===== src/rtl/bcd_pkg.sv =====
// Shared BCD definitions: digit count, decade maximum, digit type and load sanitiser.
package bcd_pkg;

  localparam int unsigned DIGITS  = 4;
  localparam int unsigned DIGIT_W = 4;

  typedef logic [DIGIT_W-1:0] bcd_digit_t;

  localparam bcd_digit_t BCD_MAX = 4'd9;

  // Non-decimal nibbles are forced to zero so a digit register never holds > 9.
  function automatic bcd_digit_t bcd_sanitize(input bcd_digit_t d);
    return (d > BCD_MAX) ? 4'd0 : d;
  endfunction

endpackage


===== src/rtl/bcd_digit.sv =====
// One BCD decade with clear > load > step priority.
// Ports:
//   clk, rst_n  - clock, async active-low reset
//   clear       - synchronous zero
//   load        - synchronous load of load_val (non-BCD nibble loads as 0)
//   load_val    - nibble to load
//   cin         - step request from the lower decade (or the count enable)
//   up          - 1 = increment, 0 = decrement
//   digit       - registered decade value, always 0..9
//   cout_c      - combinational roll-over request to the next decade
module bcd_digit
  import bcd_pkg::*;
(
  input  logic       clk,
  input  logic       rst_n,
  input  logic       clear,
  input  logic       load,
  input  logic [3:0] load_val,
  input  logic       cin,
  input  logic       up,
  output logic [3:0] digit,
  output logic       cout_c
);

  bcd_digit_t digit_nxt;

  // Next decade value.
  always_comb begin
    digit_nxt = digit;
    if (clear) begin
      digit_nxt = 4'd0;
    end else if (load) begin
      digit_nxt = bcd_sanitize(load_val);
    end else if (cin) begin
      if (up) begin
        digit_nxt = (digit >= BCD_MAX) ? 4'd0 : digit + 4'd1;
      end else begin
        digit_nxt = (digit == 4'd0) ? BCD_MAX : digit - 4'd1;
      end
    end
  end

  // Roll-over only meaningful when no clear/load; the parent masks the final carry.
  always_comb begin
    cout_c = 1'b0;
    if (cin) begin
      cout_c = up ? (digit == BCD_MAX) : (digit == 4'd0);
    end
  end

  always_ff @(posedge clk or negedge rst_n) begin
    if (!rst_n) begin
      digit <= 4'd0;
    end else begin
      digit <= digit_nxt;
    end
  end

endmodule


===== src/rtl/bcd_scan_counter.sv =====
// Four-digit up/down BCD counter with multiplexed 7-segment digit scan.
// Ports:
//   clk, rst_n  - clock, async active-low reset
//   clear       - synchronous zero of the count (highest priority)
//   load        - synchronous load of load_val
//   load_val    - four BCD nibbles, digit 3 in [15:12]
//   en, up      - one count step per en cycle, direction by up
//   count       - registered four-digit BCD value
//   carry       - one-cycle pulse on 9999->0000 or 0000->9999 wrap
//   bcd_out     - registered scanned digit
//   dig_sel     - registered one-hot digit select aligned with bcd_out
// Compile option: define LEADING_ZERO_BLANK_EN to blank leading zero digits.
module bcd_scan_counter
  import bcd_pkg::*;
#(
  parameter int unsigned SCAN_DIV = 50000
) (
  input  logic        clk,
  input  logic        rst_n,
  input  logic        clear,
  input  logic        load,
  input  logic [15:0] load_val,
  input  logic        en,
  input  logic        up,
  output logic [15:0] count,
  output logic        carry,
  output logic [3:0]  bcd_out,
  output logic [3:0]  dig_sel
);

  localparam int unsigned PW = (SCAN_DIV > 2) ? $clog2(SCAN_DIV) : 1;

  bcd_digit_t         digs [DIGITS];
  logic [DIGITS:0]    chain;
  logic               carry_nxt;

  logic [PW-1:0]      presc;
  logic [PW-1:0]      presc_nxt;
  logic [1:0]         idx;
  logic [1:0]         idx_nxt;
  logic [DIGITS-1:0]  blank;
  logic [3:0]         bcd_nxt;
  logic [3:0]         sel_nxt;

  assign chain[0] = en;

  // Decade chain: each digit steps when all lower digits roll over.
  for (genvar g = 0; g < DIGITS; g++) begin : g_dig
    bcd_digit u_digit (
      .clk      (clk),
      .rst_n    (rst_n),
      .clear    (clear),
      .load     (load),
      .load_val (load_val[4*g +: 4]),
      .cin      (chain[g]),
      .up       (up),
      .digit    (digs[g]),
      .cout_c   (chain[g+1])
    );
  end

  assign count = {digs[3], digs[2], digs[1], digs[0]};

  // Wrap pulse only when the step actually happens.
  assign carry_nxt = chain[DIGITS] & ~clear & ~load;

  // Scan prescaler and digit index, independent of count controls.
  always_comb begin
    presc_nxt = presc + PW'(1);
    idx_nxt   = idx;
    if (presc == PW'(SCAN_DIV - 1)) begin
      presc_nxt = '0;
      idx_nxt   = idx + 2'd1;
    end
  end

  // Leading-zero mask: digit i blanked when it and every higher digit are zero.
`ifdef LEADING_ZERO_BLANK_EN
  always_comb begin
    logic zero_above;
    zero_above = 1'b1;
    blank      = '0;
    for (int i = DIGITS - 1; i >= 1; i--) begin
      zero_above = zero_above & (digs[i] == 4'd0);
      blank[i]   = zero_above;
    end
  end
`else
  assign blank = '0;
`endif

  // Scan output from the current count and index; registered below (1-cycle lag).
  always_comb begin
    bcd_nxt = digs[idx];
    sel_nxt = 4'd1 << idx;
    if (blank[idx]) begin
      bcd_nxt = 4'd0;
      sel_nxt = 4'd0;
    end
  end

  always_ff @(posedge clk or negedge rst_n) begin
    if (!rst_n) begin
      carry   <= 1'b0;
      presc   <= '0;
      idx     <= 2'd0;
      bcd_out <= 4'd0;
      dig_sel <= 4'b0001;
    end else begin
      carry   <= carry_nxt;
      presc   <= presc_nxt;
      idx     <= idx_nxt;
      bcd_out <= bcd_nxt;
      dig_sel <= sel_nxt;
    end
  end

endmodule


===== config.mk =====
export PLATFORM = sky130hd
export DESIGN_NAME = bcd_scan_counter
export DESIGN_NICKNAME = d
export VERILOG_FILES = /design/src/rtl/bcd_pkg.sv /design/src/rtl/bcd_digit.sv /design/src/rtl/bcd_scan_counter.sv
export SDC_FILE = /design/constraint.sdc
export NUM_CORES = 1
export LEC_CHECK = 0
export CORE_AREA = 2 2 96 98
export CTS_CLUSTER_DIAMETER = 100
export CTS_CLUSTER_SIZE = 30
export DETAILED_ROUTE_END_ITERATION = 8
export DIE_AREA = 0 0 98 100
export PLACE_DENSITY = 0.6
export REMOVE_ABC_BUFFERS = 1
export SLEW_MARGIN = 20
export SYNTH_ARGS = -nofsm -noshare
export SYNTH_HDL_FRONTEND = slang
export SYNTH_SLANG_ARGS = --single-unit
export TNS_END_PERCENT = 100

===== constraint.sdc =====
create_clock -name clk -period 1.9 [get_ports clk]
set_input_delay 0.38 -clock clk [delete_from_list [all_inputs] [get_ports clk]]
set_output_delay 0.38 -clock clk [all_outputs]
set_load 0.01 [all_outputs]

* Word level (Yosys, flattened, before mapping) *
Cells that the tools add are included.

storage, ports and cells
  register bits = 43
  input port bits = 22
  output and inout port bits = 25
  word-level logic and storage cells = 92

operators by class
  add/sub/neg operators = 10
  order comparisons = 10
  eq/ne operators = 5
  shift-type cells = 1
  mux-type cells = 44
  bitwise logic cells = 5
  reductions and logical operators = 8

operators by type and width
  cell                   number
  $mux 4                 32
  $add 16x1->16 const B  1
  $add 4x1->4 const B    4
  $eq 16x16->1 const B   1
  $eq 4x4->1 const B     4
  $ge 4x4->1 const B     4
  $gt 4x4->1 const B     4
  $logic_not 4->1        4
  $mux 16                1
  $sub 4x1->4 const B    4
  $reduce_bool 3->1      4
  $mux 1                 9
  $bmux 4 s2             1
  $shl 1x2->4 const A    1
  $ge 3x3->1 const B     1
  $lt 2x3->1 const B     1
  $not 2->3              1
  $add 2x1->2 const B    1
  $and 1x1->1            2
  $bmux 1 s2             1
  $not 1->1              2

* Logic depth before layout (Yosys ltp) *
Gate-level depths: netlist (run 1).

  word-level depth = 8
  gate-level depth with buffers = 7
  gate-level depth less buffers = 7

* Cells and area by module *
Synthesis (run 1) repeated with hierarchy kept, for this count alone.

second synthesis, totals
  cell total of the unflattened synthesis = 328
  area total of the unflattened synthesis = 3091.7 um^2

modules (own cells, without submodules)
  module            times used  cells each  area an instance (um^2)  sequential area each (um^2)
  bcd_digit         4           58          470.5                    100.1
  bcd_scan_counter  1           96          1209.9                   676.9

* Worst setup path after synthesis (run 1) *
No wires, ideal clock.

  path type = register -> register
  start = reg g_dig[0].u_digit.digit[0]
  end = reg g_dig[3].u_digit.digit[0]
  setup time = 0.128 ns
  data arrival time = 1.954 ns
  path slack = -0.182 ns
  stages on the path, launching flop included = 8
  path buffers = 0
  clock period less this slack = 2.082 ns
  path through = dfrtp_1 > inv_1 > ha_1 > or3b_4 > a21oi_4 > and4_4 > nor2_2 > mux2_1

between the ends
  cells in the longest elaborated chain, start to end = 6
  elaborated cells on any way between the ends = 7

ends and longest elaborated chain
  element                                        line             RTL
  from (decl)                                    bcd_digit.sv:21  output logic [3:0] digit,
  from (signal assigned)                         bcd_digit.sv:55  digit <= digit_nxt;
  $eq 4x4->1 or $logic_not 4->1 (tied branches)  bcd_digit.sv:47  cout_c = up ? (digit == BCD_MAX) : (digit == 4'd0);
  $mux 1 *                                       bcd_digit.sv:47
  $mux 1 * (3 in a row)                          bcd_digit.sv:46  if (cin) begin
  $reduce_bool 3->1 (no source line) *           -
  to (signal assigned)                           bcd_digit.sv:55
  to (decl)                                      bcd_digit.sv:21

Every way passes the cells marked *; elsewhere a longest branch is shown, timed or not.
A chain may end at the register's enable or synchronous reset.

* Final worst setup path (run 1) *
  start = reg g_dig[0].u_digit.digit[0]
  end = reg g_dig[3].u_digit.digit[1]

The elaborated chain is that of the path after synthesis.

==> impl_metrics.yaml, run 1 <==
status:
  status: "finished, final reports clean"
die:
  row_count: 35
  die_w_um: 98
  core_area_mm2: 0.008890
  io_pins: 47
  fp.dieArea_mm2: 0.009800
  fp.dieH_um: 100
  initial_utilization_pct: 33.34
power_and_ir_drop:
  ir_drop_v: 0.0003139
  switching_power_mw: 0.7951
  seqPwrFrac_pct: 41.3
  pwr-share-comb_pct: 32.6
  internal_power_mw: 1.631
  leakage_nw: 1.734
  clockPowerShare_pct: 26.1
  power.density_mw_per_mm2: 596.2
  switching_share_pct: 32.77
cts:
  cts_buffer_depth: 2
  cts_sinks: 43
  cts_root_buffer: "clkbuf_8"
  numCtsBuffers: 5
  insertion_delay_ps: 310
  clk_pin_slew_ps: 100
  cts_tree: "yes"
  htreeDepth: 2
grt:
  grt.total_usage_pct: 17.18
  grt_pass1_wl_um: 13680
  first_global_vias: 2753
  grt_overflow_total: 0
  grt_start_max_net_pins: 26
  antenna_found_initial: 0
setup_path:
  cp_max_fo: 3
  rr_worst_depth: 7
  critPathLaunchType: "flop"
  r2r_setup_slack_ps: 30
  end_kind: "flop"
  critPathRequiredTime_ps: 2100
  cp.arrival_ps: 2070
  path_class: "reg2reg"
  r2r_end: "g_dig[3].u_digit.digit[1]$_DFFE_PN0P_"
  r2r_start: "g_dig[0].u_digit.digit[0]$_DFFE_PN0P_"
yosys:
  syn_area_mm2: 0.002964
  async_reset_ff_share_pct: 100.0
  synth-seq-cells: 43
  yosys-top-cells-count: "dfrtp_1 (42), a21oi_1 (26), o21ai_0 (24)"
  avgSynthCellArea_um2: 9.092
  synth_edf_count: 0
  netlist_instances: 326
  yosysMostFrequentCell: "dfrtp_1"
  synth_cell_types: 57
  synthTopCellsByArea: "dfrtp_1 (35%), ha_1 (8.9%), a21oi_1 (4.4%)"
  yosysTopAreaCell: "dfrtp_1"
  yosysSeqAreaShare_pct: 36.34
  yosys_warnings: 0
  yosysTopAreaCellShare_pct: 35.46
  synth_ff_type: "dfrtp_1"
sta:
  slew_headroom_pct: 67.49
  finClkSkew_ps: 10.01
  hold_violations: 0
  drv_slew: 0
  finalWorstSetupSlack_ps: 26.95
  rsz0062_at_grt: "true"
  fmax_mhz: 533.9
  min_period_ps: 1873
  setup_viol: 0
  finalCritPeriodShare_pct: 98.58
  fin_hold_ws_ps: 19.74
  tightest_slew_ps: 487.7
routing:
  ant_nets: 0
  dr_total_vias: 2772
  vias_per_cell: 5.270
  remaining_drc_errors: 0
  wl_um: 8155
  routedWlPerCell_um: 15.50
  drt_pass1_iterations: 5
  drt_iter0_markers: 196
job:
  cap_violations: 0
min_path:
  worst_hold_path_type: "in2async"
place:
  dpl.hpwl_um: 6048
  port-buffer-count: 46
  dpl_cell_area_mm2: 0.003852
  preCtsSetupSlack_ps: -344.4
  place.gp.congestion: 0.8345
layout:
  diodes: 0
  nets: 457
  n_fill_cell: 848
  syn_to_final_growth_pct: 37.27
  drive_gt1_share_pct: 24.10
  final_area_mm2: 0.004069
-- flip-flops by register name (all words and copies together) (netlist names) --
signal	flops
dig_sel	4
presc	16
idx	2
carry	1
bcd_out	4
g_dig.u_digit.digit	16
-- through the flow --
| step | total power [mW] | utilization, % | setup TNS (ps) | cells |
|---|---|---|---|---|
| 2_1_floorplan | 1.340 | - | -739.4 | 310 |
| 5_1_grt | 2.562 | 45.77 | -94.00 | 526 |
| 3_3_place_gp | 1.745 | 43.34 | -2690 | 514 |
| 4_1_cts | 2.407 | 44.97 | 0 | 525 |
| 3_5_place_dp | 1.749 | 43.34 | -3054 | 514 |
| 6_report | 2.426 | 45.77 | 0 | 526 |
-- per-layer routing --
layer | track usage (%) | routed length [um] | up-vias
met5 | 0 | 0 | -
met2 | 29.45 | 3980 | 75
met3 | 3.343 | 282 | 12
met4 | 4.594 | 129 | 0
li1 | - | - | 1363
met1 | 22.30 | 3762 | 1322
-- cell usage in the layout, fill, tap and decap left out, types with 4 or more instances in the layout --
cell type / netlist / routed
buf_4: 0 / 50
nand2b_1: 13 / 13
xnor2_1: 8 / 8
inv_2: 0 / 5
ha_1: 21 / 17
dfrtp_1: 42 / 38
a21oi_1: 26 / 23
nor3_1: 8 / 8
clkbuf_8: 0 / 5
dfrtp_2: 0 / 4
mux4_2: 4 / 4
xor2_1: 7 / 7
nand2_1: 14 / 14
nand3_1: 17 / 16
or3b_4: 1 / 4
inv_1: 23 / 18
o21ai_1: 0 / 4
nor2_1: 21 / 20
nor2b_1: 4 / 4
o21ai_0: 24 / 19
nand4_1: 6 / 6
clkdlybuf4s50_1: 0 / 44
-- critical path, cell delays in order, from the launching register on --
cell and delay [ps]:
dfrtp_1 400, inv_2 90, ha_4 130, or3b_4 380, a21oi_4 150, and4_4 270
nor2_4 50, mux2_4 290
-- area by class of cell --
cell class / count / area, um^2 / share of cell area, %
multi-input combinational: 244 / 1819 / 44.71
sequential: 43 / 1082 / 26.60
timing repair buffer: 97 / 849.6 / 20.88
tap: 111 / 138.9 / 3.413
inverter: 23 / 86.33 / 2.122
clock buffer: 5 / 68.82 / 1.691
clock inverter: 3 / 23.77 / 0.5843
-- logic make-up (layout without fill, tap and decap cells) --
group                      after synthesis  in the layout  share of synthesized area (%)
and+or+nand+nor                        110            110                          20.56
DFF                                     43             43                          36.34
muxes                                    9              9                          4.854
xor gates and xnor gates                15             15                          4.432
buffers and inverters                   39            128                          5.318
AOI/OAI and AO/OA                       89             89                          19.63
adders and majority gates               21             21                          8.864
-- power groups by stage --
stage	Combinational, mW	Sequential (mW)	Clock, mW
after floorplan	0.294	1.05	0
after global placement	0.733	1.01	0
after detailed placement	0.737	1.01	0
after CTS	0.759	0.997	0.652
after global routing	0.870	1.01	0.684
final	0.791	1.00	0.633
-- what timing repair did --
| item | in CTS | in global routing |
|---|---|---|
| hold buffers | 0 | 0 |
| buffers inserted | 3 | 1 |
| endpoints found under the setup margin | 9 | 16 |
| resized for setup | 12 | 26 |
| pin swaps | 3 | 5 |
| gates cloned | 0 | 0 |
-- worst max path at each step --
stage                                     startpoint                               endpoint  slack (ps)  depth (start not counted)
3_5_place_dp                                      up  g_dig[3].u_digit.digit[1]$_DFFE_PN0P_        -340                          6
6_report       g_dig[0].u_digit.digit[0]$_DFFE_PN0P_  g_dig[3].u_digit.digit[1]$_DFFE_PN0P_          30                          7
2_1_floorplan  g_dig[0].u_digit.digit[0]$_DFFE_PN0P_  g_dig[3].u_digit.digit[0]$_DFFE_PN0P_        -180                          7
5_1_grt        g_dig[0].u_digit.digit[0]$_DFFE_PN0P_  g_dig[3].u_digit.digit[1]$_DFFE_PN0P_         -30                          7
4_1_cts        g_dig[0].u_digit.digit[0]$_DFFE_PN0P_  g_dig[3].u_digit.digit[0]$_DFFE_PN0P_           2                          7
3_3_place_gp                                      up  g_dig[3].u_digit.digit[0]$_DFFE_PN0P_        -300                          6
(Power assumes the default switching activity.)
==> inputs of run 2 (changes only) <==
CAP_MARGIN = 40   (was default)
SKIP_LAST_GASP = 1   (was default)
TNS_END_PERCENT = 30   (was 100)
==> run 2 against run 1 <==
Against the previous run:
- cell area shrank 1.1%
- setup slack lost 16 ps
- non-clock buffer count shrank 1
- sequential power about the same
- critical endpoint is now g_dig[3].u_digit.digit[3]$_DFFE_PN0P_
- clock-buffer cell count stayed put
- wire length barely moved
- worst hold slack about the same
- critical path type unchanged
- clock power about the same
==> impl_metrics.yaml, run 2 (same netlist as run 1, synthesis figures left out) <==
status:
  status: "finished, final reports clean"
sta:
  fmax_mhz: 529.4
  finalCritPeriodShare_pct: 99.42
  rsz0062_at_grt: "true"
  setup_viol: 0
  hold_violations: 0
  min_period_ps: 1889
  slew_headroom_pct: 67.49
  finClkSkew_ps: 11.64
  drv_slew: 0
  tns_ps: 0
  tightest_slew_ps: 487.6
  finalWorstSetupSlack_ps: 11.08
layout:
  mostFrequentLayoutCell: "buf_4"
  reg.largest.list: "g_dig.u_digit.digit: 16 flops, presc: 16 flops"
  nets: 456
  final_cell_mix: "buf_4 (49), clkdlybuf4s50_1 (44), dfrtp_1 (41)"
  syn_to_final_growth_pct: 35.75
  diodes: 0
  drive_gt1_share_pct: 21.50
  final_cell_count_no_fill: 525
power_and_ir_drop:
  switching_power_mw: 0.7863
  leakage_nw: 1.732
  p_total_mw: 2.404
  pwr-share-comb_pct: 32.2
  internal_power_mw: 1.618
  ir_drop_v: 0.0003141
  switching_share_pct: 32.70
  seqPwrFrac_pct: 41.6
  clockPowerShare_pct: 26.2
  power.density_mw_per_mm2: 597.5
routing:
  drt_iter0_markers: 218
  vias_per_cell: 5.251
  ant_nets: 0
  remaining_drc_errors: 0
  routedWlPerCell_um: 15.54
  drt_pass1_iterations: 4
  wl_um: 8161
  dr_total_vias: 2757
place:
  dpl.hpwl_um: 6048
  dp_cells: 514
  place.gp.congestion: 0.8345
  preCtsSetupSlack_ps: -344.4
  port-buffer-count: 46
grt:
  antenna_found_initial: 0
  first_global_vias: 2748
  grt_overflow_total: 0
  grt_pass1_wl_um: 13660
  grt_start_max_net_pins: 26
  grt.total_usage_pct: 17.17
job:
  cap_violations: 0
setup_path:
  cp.arrival_ps: 2100
  setup.worst_path.end: "g_dig[3].u_digit.digit[3]$_DFFE_PN0P_"
  rr_worst_depth: 9
  r2r_start: "g_dig[2].u_digit.digit[0]$_DFFE_PN0P_"
  path_class: "reg2reg"
  r2r_end: "g_dig[3].u_digit.digit[3]$_DFFE_PN0P_"
  cp_max_fo: 4
  r2r_setup_slack_ps: 10
  critPathLaunchType: "flop"
  startpoint: "g_dig[2].u_digit.digit[0]$_DFFE_PN0P_"
  end_kind: "flop"
  critPathRequiredTime_ps: 2110
cts:
  cts_buffer_depth: 2
  cts_root_buffer: "clkbuf_8"
  hold_buffers: 0
  htreeDepth: 2
  insertion_delay_ps: 310
  clk_pin_slew_ps: 100
  numCtsBuffers: 5
  cts_sinks: 43
  cts_tree: "yes"
die:
  core_area_mm2: 0.008890
  initial_utilization_pct: 33.34
  row_count: 35
  fp.dieH_um: 100
  fp.dieArea_mm2: 0.009800
  die_w_um: 98
  io_pins: 47
min_path:
  worst_hold_path_type: "in2async"
-- run 2: cell types whose count changed in the layout (fill, tap and decap cells not counted), sizes merged --
| cell | change |
|---|---|
| buf | -1 |
-- run 2: layout make-up --
type / count / area [um^2]
tap: 111 / 138.9
multi-input combinational: 244 / 1785
timing repair buffer: 96 / 842.1
clock inverter: 3 / 23.77
fill: 851 / 4866
clock buffer: 5 / 68.82
sequential: 43 / 1079
inverter: 23 / 86.33
-- run 2: stage by stage --
stage,hold WS [ps],instance area (um^2),util [%]
2_1_floorplan,84.41,2893,-
3_3_place_gp,367.8,3852,43.34
3_5_place_dp,369.7,3852,43.34
4_1_cts,36.51,3988,44.86
5_1_grt,52.07,4024,45.26
6_report,19.55,4024,45.26
-- run 2: routing by layer --
| layer | track usage [%] | vias to the layer above | share of wire, % |
|---|---|---|---|
| met5 | 0 | - | 0 |
| met4 | 4.594 | 0 | 1.3 |
| met3 | 3.343 | 10 | 4.6 |
| met2 | 29.40 | 74 | 49 |
| met1 | 22.30 | 1315 | 45 |
| li1 | - | 1358 | - |
-- run 2: timing repair --
action                     4_1_cts  5_1_grt
gates cloned                     0        0
setup buffers                    3        0
pin swaps                        3        4
resized for setup                8       17
setup endpoints to repair        9       17
-- run 2: worst min path at each step --
| stage | from | to | slack, ps | cells past startpoint |
|---|---|---|---|---|
| 6_report | rst_n | presc[9]$_DFF_PN0_ | 20 | 1 |
| 5_1_grt | rst_n | presc[9]$_DFF_PN0_ | 50 | 1 |
| 4_1_cts | rst_n | presc[9]$_DFF_PN0_ | 40 | 1 |
| 3_5_place_dp | rst_n | dig_sel[1]$_DFF_PN0_ | 370 | 1 |
| 3_3_place_gp | rst_n | dig_sel[3]$_DFF_PN0_ | 370 | 1 |
| 2_1_floorplan | rst_n | bcd_out[0]$_DFF_PN0_ | 80 | 0 |
-- run 2: power by group through the flow --
stage               sequential [mW]  clock [mW]  combinational [mW]
floorplan                      1.05           0               0.294
global route                   1.01       0.684               0.850
CTS                           0.996       0.652               0.754
detailed placement             1.01           0               0.737
finish                         1.00       0.631               0.773
global placement               1.01           0               0.733
-- run 2: critical path, cell delays in order (launching register included) --
cell      delay [ps]
dfrtp_1          430
inv_1             80
buf_4            140
ha_1             240
nand2b_1         100
o21ai_1           80
and4_4           200
buf_4            140
o211a_1          190
a31o_2           200
==> inputs of run 3 (changes only) <==
CELL_PAD_IN_SITES_DETAIL_PLACEMENT = 1   (was default)
CELL_PAD_IN_SITES_GLOBAL_PLACEMENT = 2   (was default)
PLACE_DENSITY = 0.85   (was 0.6)
clock period = 2.2 ns   (was 1.9 ns; I/O delays follow)
==> run 3 against run 2 <==
Against the previous run:
- sequential share of layout area increased by 1.5 points
- largest power group unchanged
- sequential cell count unchanged
- critical path type unchanged
- cell count decreased by 4.6%
- sequential power decreased by 13%
==> impl_metrics.yaml, run 3 (same netlist as run 1, synthesis figures left out) <==
status:
  status: "finished, final reports clean"
place:
  dpl.hpwl_um: 6647
  preCtsSetupSlack_ps: -78.75
  port-buffer-count: 46
  place.gp.congestion: 0.8366
  dpl_cell_area_mm2: 0.003682
grt:
  grt_pass1_wl_um: 15040
  grt_overflow_total: 0
  grt_start_max_net_pins: 44
  grt.total_usage_pct: 19.05
  first_global_vias: 3017
  antenna_found_initial: 0
sta:
  fin_hold_ws_ps: 201.7
  tns_ps: 0
  tightest_slew_ps: 554.5
  rsz0062_at_grt: "true"
  fmax_mhz: 483.4
  slew_headroom_pct: 63.03
  drv_slew: 0
  finalWorstSetupSlack_ps: 131.5
  hold_violations: 0
  setup_viol: 0
  finalCritPeriodShare_pct: 94.02
  finClkSkew_ps: 11.11
  min_period_ps: 2069
setup_path:
  path_cells: "buf_4, ha_1, nor3b_1, o21ai_0, a2111oi_0, o21ai_0, o21ai_0"
  cp.depth: 7
  cp_max_fo: 8
  cp_num_buf_inv: 1
  cp_top_family: "compound AO/OA/AOI/OAI gates"
  cp_common_cell: "o21ai_0"
  end_kind: "flop"
  critPathRequiredTime_ps: 2430
  rr_worst_depth: 7
  critPathLaunchType: "flop"
  cp_slowest_cell: "dfrtp_1"
  path_class: "reg2reg"
  cp.arrival_ps: 2300
  max_stage_delay_ps: 440
layout:
  diodes: 0
  final_area_mm2: 0.003802
  reg.largest.list: "g_dig.u_digit.digit: 16 flops, presc: 16 flops"
  final_cell_mix: "clkdlybuf4s50_1 (45), dfrtp_1 (42), buf_4 (26)"
  syn_to_final_growth_pct: 28.28
  drive_gt1_share_pct: 13.59
  nets: 432
  mostFrequentLayoutCell: "clkdlybuf4s50_1"
die:
  fp.dieH_um: 100
  die_w_um: 98
  fp.dieArea_mm2: 0.009800
  initial_utilization_pct: 33.34
  core_area_mm2: 0.008890
  io_pins: 47
  row_count: 35
power_and_ir_drop:
  clockPowerShare_pct: 30.7
  pwr-share-comb_pct: 27.6
  seqPwrFrac_pct: 41.7
  switching_share_pct: 30.98
  ir_drop_v: 0.0002452
  internal_power_mw: 1.438
  p_total_mw: 2.083
  power.density_mw_per_mm2: 547.7
  leakage_nw: 1.621
  switching_power_mw: 0.6451
routing:
  dr_total_vias: 2717
  ant_nets: 0
  wl_um: 8798
  drt_pass1_iterations: 4
  routedWlPerCell_um: 17.56
  drt_iter0_markers: 86
  remaining_drc_errors: 0
  vias_per_cell: 5.423
cts:
  cts_sinks: 43
  insertion_delay_ps: 300
  hold_buffers: 0
  cts_root_buffer: "clkbuf_8"
  htreeDepth: 2
  clk_pin_slew_ps: 90
  numCtsBuffers: 5
  cts_buffer_depth: 2
  cts_tree: "yes"
min_path:
  worst_hold_path_type: "in2async"
job:
  cap_violations: 0
[run 3: cell count changes in the layout (fill, tap and decap cells not counted), sizes merged]
cell	delta
buf	-24
clkinvlp	-2
bufinv	+1
clkdlybuf4s50	+1
clkinv	+1
dlygate4sd2	-1
[run 3: area by class of cell]
| class | instances | area (um^2) |
|---|---|---|
| repair buffers | 72 | 650.6 |
| flip-flops and latches | 43 | 1077 |
| multi-input cells | 244 | 1733 |
| clock inverters | 3 | 47.55 |
| fillers | 1039 | 5087 |
| clock buffers | 5 | 68.82 |
| inverters | 23 | 86.33 |
| well taps | 111 | 138.9 |
[run 3: power groups by stage]
stage / Clock (mW) / Sequential [mW] / Combinational (mW)
global placement: 0 / 0.885 / 0.561
floorplan: 0 / 0.903 / 0.254
CTS: 0.664 / 0.869 / 0.576
finish: 0.640 / 0.869 / 0.574
global route: 0.696 / 0.876 / 0.634
detailed placement: 0 / 0.885 / 0.572
[run 3: final timing paths]
check / start / end / slack, ps
setup reg to reg: g_dig[1].u_digit.digit[0]$_DFFE_PN0P_ / g_dig[1].u_digit.digit[2]$_DFFE_PN0P_ / 130
hold reg to reg: presc[0]$_DFF_PN0_ / presc[0]$_DFF_PN0_ / 500
min in group clk: presc[0]$_DFF_PN0_ / presc[0]$_DFF_PN0_ / 500
setup / recovery: g_dig[1].u_digit.digit[0]$_DFFE_PN0P_ / g_dig[1].u_digit.digit[2]$_DFFE_PN0P_ / 130
max in group asynchronous: rst_n / presc[15]$_DFF_PN0_ / 1610
hold / removal: rst_n / presc[2]$_DFF_PN0_ / 200
[run 3: stage by stage]
step                std cells  util [%]
floorplan                 310         -
global placement          493     41.42
detailed placement        493     41.42
CTS                       501     42.73
global route              501     42.77
finish                    501     42.77
[run 3: layer usage]
metal | share of wire, % | track usage, % | vias up | routed length [um]
li1 | - | - | 1310 | -
met4 | 1.2 | 5.235 | 0 | 105
met2 | 52 | 33.93 | 55 | 4570
met3 | 3.7 | 4.109 | 10 | 325
met5 | 0 | 0 | - | 0
met1 | 43 | 23.39 | 1342 | 3797
[run 3: timing repair]
action / in CTS / in global routing
gates resized for setup: 0 / 1
setup endpoints to repair: 0 / 2
setup buffers: 0 / 0
